`config.mk`:
```
export PLATFORM = sky130hd
export DESIGN_NAME = input_conditioner
export DESIGN_NICKNAME = d
export VERILOG_FILES = /design/src/rtl/input_conditioner.sv
export SDC_FILE = /design/constraint.sdc
export NUM_CORES = 1
export LEC_CHECK = 0
export BUFFER_PORTS_ARGS = -buffer_cell sky130_fd_sc_hd__buf_2
export CAP_MARGIN = 20
export CORE_MARGIN = 8
export CORE_UTILIZATION = 45
export DETAILED_ROUTE_END_ITERATION = 7
export GPL_ROUTABILITY_DRIVEN = 0
export SYNTH_ARGS = -nofsm -noshare
export SYNTH_HDL_FRONTEND = slang
export SYNTH_SLANG_ARGS = --single-unit
```
`constraint.sdc`:
```
create_clock -name i_clk -period 14.15 [get_ports i_clk]
set_input_delay 4.245 -clock i_clk [delete_from_list [all_inputs] [get_ports i_clk]]
set_output_delay 4.245 -clock i_clk [all_outputs]
set_load 0.01 [all_outputs]
```
`src/rtl/input_conditioner.sv`:
```
// Synchronises and debounces 18 switch and 4 button pins, and produces button-press events.
// Define INPUT_COND_PRESS_LATCH_EN to make o_btn_press a sticky flag cleared by i_press_clr.
module input_conditioner #(
    parameter int DEBOUNCE_CYCLES = 16,
    parameter int CNT_W           = $clog2(DEBOUNCE_CYCLES)
) (
    input  logic        i_clk,
    input  logic        i_rst,
    input  logic [17:0] io_sw_i,
    input  logic [3:0]  io_btn_i,
    input  logic [3:0]  i_press_clr,
    output logic [17:0] o_sw_clean,
    output logic [3:0]  o_btn_clean,
    output logic [3:0]  o_btn_press
);

    localparam int NSW   = 18;
    localparam int NBTN  = 4;
    localparam int NBITS = NSW + NBTN;
    localparam logic [CNT_W-1:0] TERM = CNT_W'(DEBOUNCE_CYCLES - 1);

    logic [NBITS-1:0] s1_q, s2_q;
    logic [NBITS-1:0] clean_q, clean_d;
    logic [CNT_W-1:0] cnt_q [NBITS];
    logic [CNT_W-1:0] cnt_d [NBITS];
    logic [NBTN-1:0]  press_q, press_d;
    logic [NBTN-1:0]  btn_rise;

    always_comb begin
        clean_d = clean_q;
        for (int i = 0; i < NBITS; i++) begin
            cnt_d[i] = cnt_q[i];
            if (s2_q[i] == clean_q[i]) begin
                cnt_d[i] = '0;
            end else if (cnt_q[i] == TERM) begin
                clean_d[i] = s2_q[i];
                cnt_d[i]   = '0;
            end else begin
                cnt_d[i] = cnt_q[i] + 1'b1;
            end
        end
    end

    // A press is only the 0->1 transition of a button's clean level.
    assign btn_rise = clean_d[NBITS-1:NSW] & ~clean_q[NBITS-1:NSW];

`ifdef INPUT_COND_PRESS_LATCH_EN
    always_comb begin
        press_d = btn_rise | (press_q & ~i_press_clr);
    end
`else
    logic unused_press_clr;
    assign unused_press_clr = ^i_press_clr;

    always_comb begin
        press_d = btn_rise;
    end
`endif

    always_ff @(posedge i_clk or posedge i_rst) begin
        if (i_rst) begin
            s1_q    <= '0;
            s2_q    <= '0;
            clean_q <= '0;
            press_q <= '0;
            for (int i = 0; i < NBITS; i++) begin
                cnt_q[i] <= '0;
            end
        end else begin
            s1_q    <= {io_btn_i, io_sw_i};
            s2_q    <= s1_q;
            clean_q <= clean_d;
            press_q <= press_d;
            for (int i = 0; i < NBITS; i++) begin
                cnt_q[i] <= cnt_d[i];
            end
        end
    end

    assign o_sw_clean  = clean_q[NSW-1:0];
    assign o_btn_clean = clean_q[NBITS-1:NSW];
    assign o_btn_press = press_q;

endmodule

```
==> flow_summary.json <==
{
  "power_mw": 0.994,
  "cts_resized": 0,
  "hold_viol": 0,
  "diodes": 0,
  "skew_ns": 0.00761,
  "finalMaxSlewViolations": 0,
  "start_util_pct": 46.1,
  "period_minus_slack_ns": 5.28,
  "worstMarginPinSlew_ns": 0.810,
  "cts_root_buffer": "clkbuf_16",
  "portBuffers": 49,
  "max_freq_mhz": 189,
  "grt_pass1_vias": 3928,
  "outcome": "finished, final reports clean",
  "core_area_um2": 13200,
  "grtUsageTotal_pct": 12.3,
  "cts_buffer_depth": 2,
  "pin_count": 54,
  "path_max_fanout": 92,
  "route.detailed.drc": 0,
  "end_kind": "async pin",
  "dr.pass1.iters": 4,
  "ant_nets": 0,
  "dieWidth_um": 133,
  "required_ns": 14.59,
  "antenna_found_initial": 0,
  "syn-cell-area_um2": 6110,
  "wire_per_inst_um": 14.0,
  "path_class": "in -> async",
  "maxSlewHeadroom_pct": 46.0,
  "syn_inst": 437,
  "insertion_delay_ns": 0.42,
  "viasPerCell": 5.08,
  "drive_above_1_share_pct": 22.5,
  "rsz0062_at_grt": "no",
  "setup_violations": 0,
  "syn_nets": 487,
  "rrSetupSlack_ns": 12.87,
  "period_share_pct": 37.3,
  "overflow": 0,
  "die_h_um": 133,
  "fin_nets": 556,
  "cellLeakagePower_nw": 3.30,
  "placement_rows": 42,
  "synth-seq-cells": 158,
  "vdd.ir_drop.worst_mv": 0.101,
  "die_area_um2": 17600,
  "ys_warn_count": 0,
  "maxCapViolCount": 0,
  "dp_hpwl_um": 6520,
  "wl_um": 9750,
  "drt_iter0_drc": 182,
  "hold_buffers": 0,
  "p_per_area_nw_per_um2": 138,
  "cts_setup_buffers": 0,
  "via_count": 3531,
  "grt_max_degree": 93,
  "cts-buffers-inserted": 17,
  "setup_tns_ns": 0,
  "path_clk_slew_ns": 0.06,
  "cts_tree": "done",
  "syn_to_final_growth_pct": 17.7,
  "critical_path_arrival_ns": 5.72,
  "cts_sinks": 158,
  "cts.htree.levels": 4,
  "startpoint_type": "input port",
  "postSynthAreaPerCell_um2": 14.0,
  "grt_pass1_wl_um": 17800,
  "hold_path_class": "reg -> reg",
  "nFillCells": 1102,
  "ys_types": 17,
  "yosysSeqAreaShare_pct": 64.7
}
-- registers in the layout, indices dropped and copies added, names as in the netlist --
name / count
s1_q: 22
clean_q: 22
s2_q: 22
cnt_q: 88
o_btn_press: 4
-- cells in the final DEF (no fill, tap or decap) --
master | Yosys | routed
a21o_1 | 6 | 6
a21oi_1 | 32 | 32
a311oi_1 | 12 | 12
a31oi_1 | 6 | 6
buf_2 | 0 | 49
buf_4 | 0 | 1
bufinv_16 | 0 | 2
clkbuf_16 | 0 | 17
clkbuf_8 | 0 | 3
clkinv_2 | 0 | 2
clkinv_4 | 0 | 1
clkinvlp_4 | 0 | 5
dfrtp_1 | 158 | 158
ha_1 | 22 | 22
inv_1 | 17 | 16
inv_6 | 0 | 3
mux2_2 | 2 | 2
mux2_4 | 20 | 20
nand3_1 | 10 | 10
nand3_2 | 12 | 12
nand4b_1 | 16 | 16
nor2_1 | 22 | 22
nor2b_1 | 22 | 22
nor3b_1 | 20 | 20
o21ai_0 | 16 | 16
xnor2_1 | 44 | 44
-- power by group --
| part | switching (mW) | internal (mW) | total [mW] | leakage [nW] |
|---|---|---|---|---|
| combinational | 0.0259 | 0.0228 | 0.0488 | 0.965 |
| sequential | 0.0193 | 0.474 | 0.493 | 2.05 |
| clock | 0.178 | 0.274 | 0.453 | 0.281 |
-- cell type report --
| class | count | area, um2 | area share, % |
|---|---|---|---|
| Clock inverter | 12 | 134 | 1.86 |
| Inverter | 17 | 68.8 | 0.957 |
| Multi-Input combinational cell | 262 | 2090 | 29.1 |
| Tap cell | 176 | 220 | 3.06 |
| Sequential cell | 158 | 3950 | 55.0 |
| Timing Repair Buffer | 50 | 253 | 3.52 |
| Clock buffer | 20 | 467 | 6.49 |
-- per-stage QoR --
step           hold WS [ns]  worst slack (ns)  instances  area, um2  util [%]
3_3_place_gp          0.331              8.32        663       6590      49.7
2_1_floorplan         0.331              5.64        437       6110         -
6_report              0.346              8.87        695       7190      54.3
5_1_grt               0.356              8.53        695       7190      54.3
4_1_cts               0.348              8.73        695       7190      54.3
3_5_place_dp          0.335              8.28        663       6590      49.7
-- cells in the mapped netlist, drive strengths merged --
master	number	share of area, %
a21o	6	0.74
a21oi	32	2.6
a311oi	12	1.7
a31oi	6	0.61
dfrtp	158	65
ha	22	4.5
inv	17	1.0
mux2	22	5.3
nand3	22	2.8
nand4b	16	2.3
nor2	22	1.4
nor2b	22	2.3
nor3b	20	2.5
o21ai	16	1.3
xnor2	44	6.3
-- critical path: stages --
cell and delay (ns):
buf_2 0.12, inv_6 0.54, buf_4 0.77
-- per-layer routing --
metal	routed length, um	track usage, %	up-vias
met5	0	0	-
met4	172	5.93	0
met3	416	4.54	14
met2	4930	20.6	48
met1	4230	13.7	1781
li1	-	-	1688
-- cells by family (layout without fill, tap and decap cells) --
| group | after synthesis | in the layout | synth area share (%) |
|---|---|---|---|
| xor gates and xnor gates | 44 | 44 | 6.31 |
| buffers and inverters | 17 | 99 | 1.04 |
| DFF | 158 | 158 | 64.7 |
| AOI/OAI and AO/OA | 72 | 72 | 7.00 |
| and+or+nand+nor | 102 | 102 | 11.1 |
| muxes | 22 | 22 | 5.28 |
| adders and majority gates | 22 | 22 | 4.51 |
-- path summary, 6_finish.rpt --
kind	start	to	depth (start not counted)
worst max-delay path	i_rst	cnt_q[63]	3
worst min-delay path	s1_q[14]	s2_q[14]	0
worst max register to register	cnt_q[40]	cnt_q[43]	3
worst min register to register	s1_q[14]	s2_q[14]	0
max in group i_clk	clean_q[3]	o_sw_clean[3]	1
min in group asynchronous	i_rst	s1_q[0]	2
Note: power is estimated with default switching activity, not from simulation.
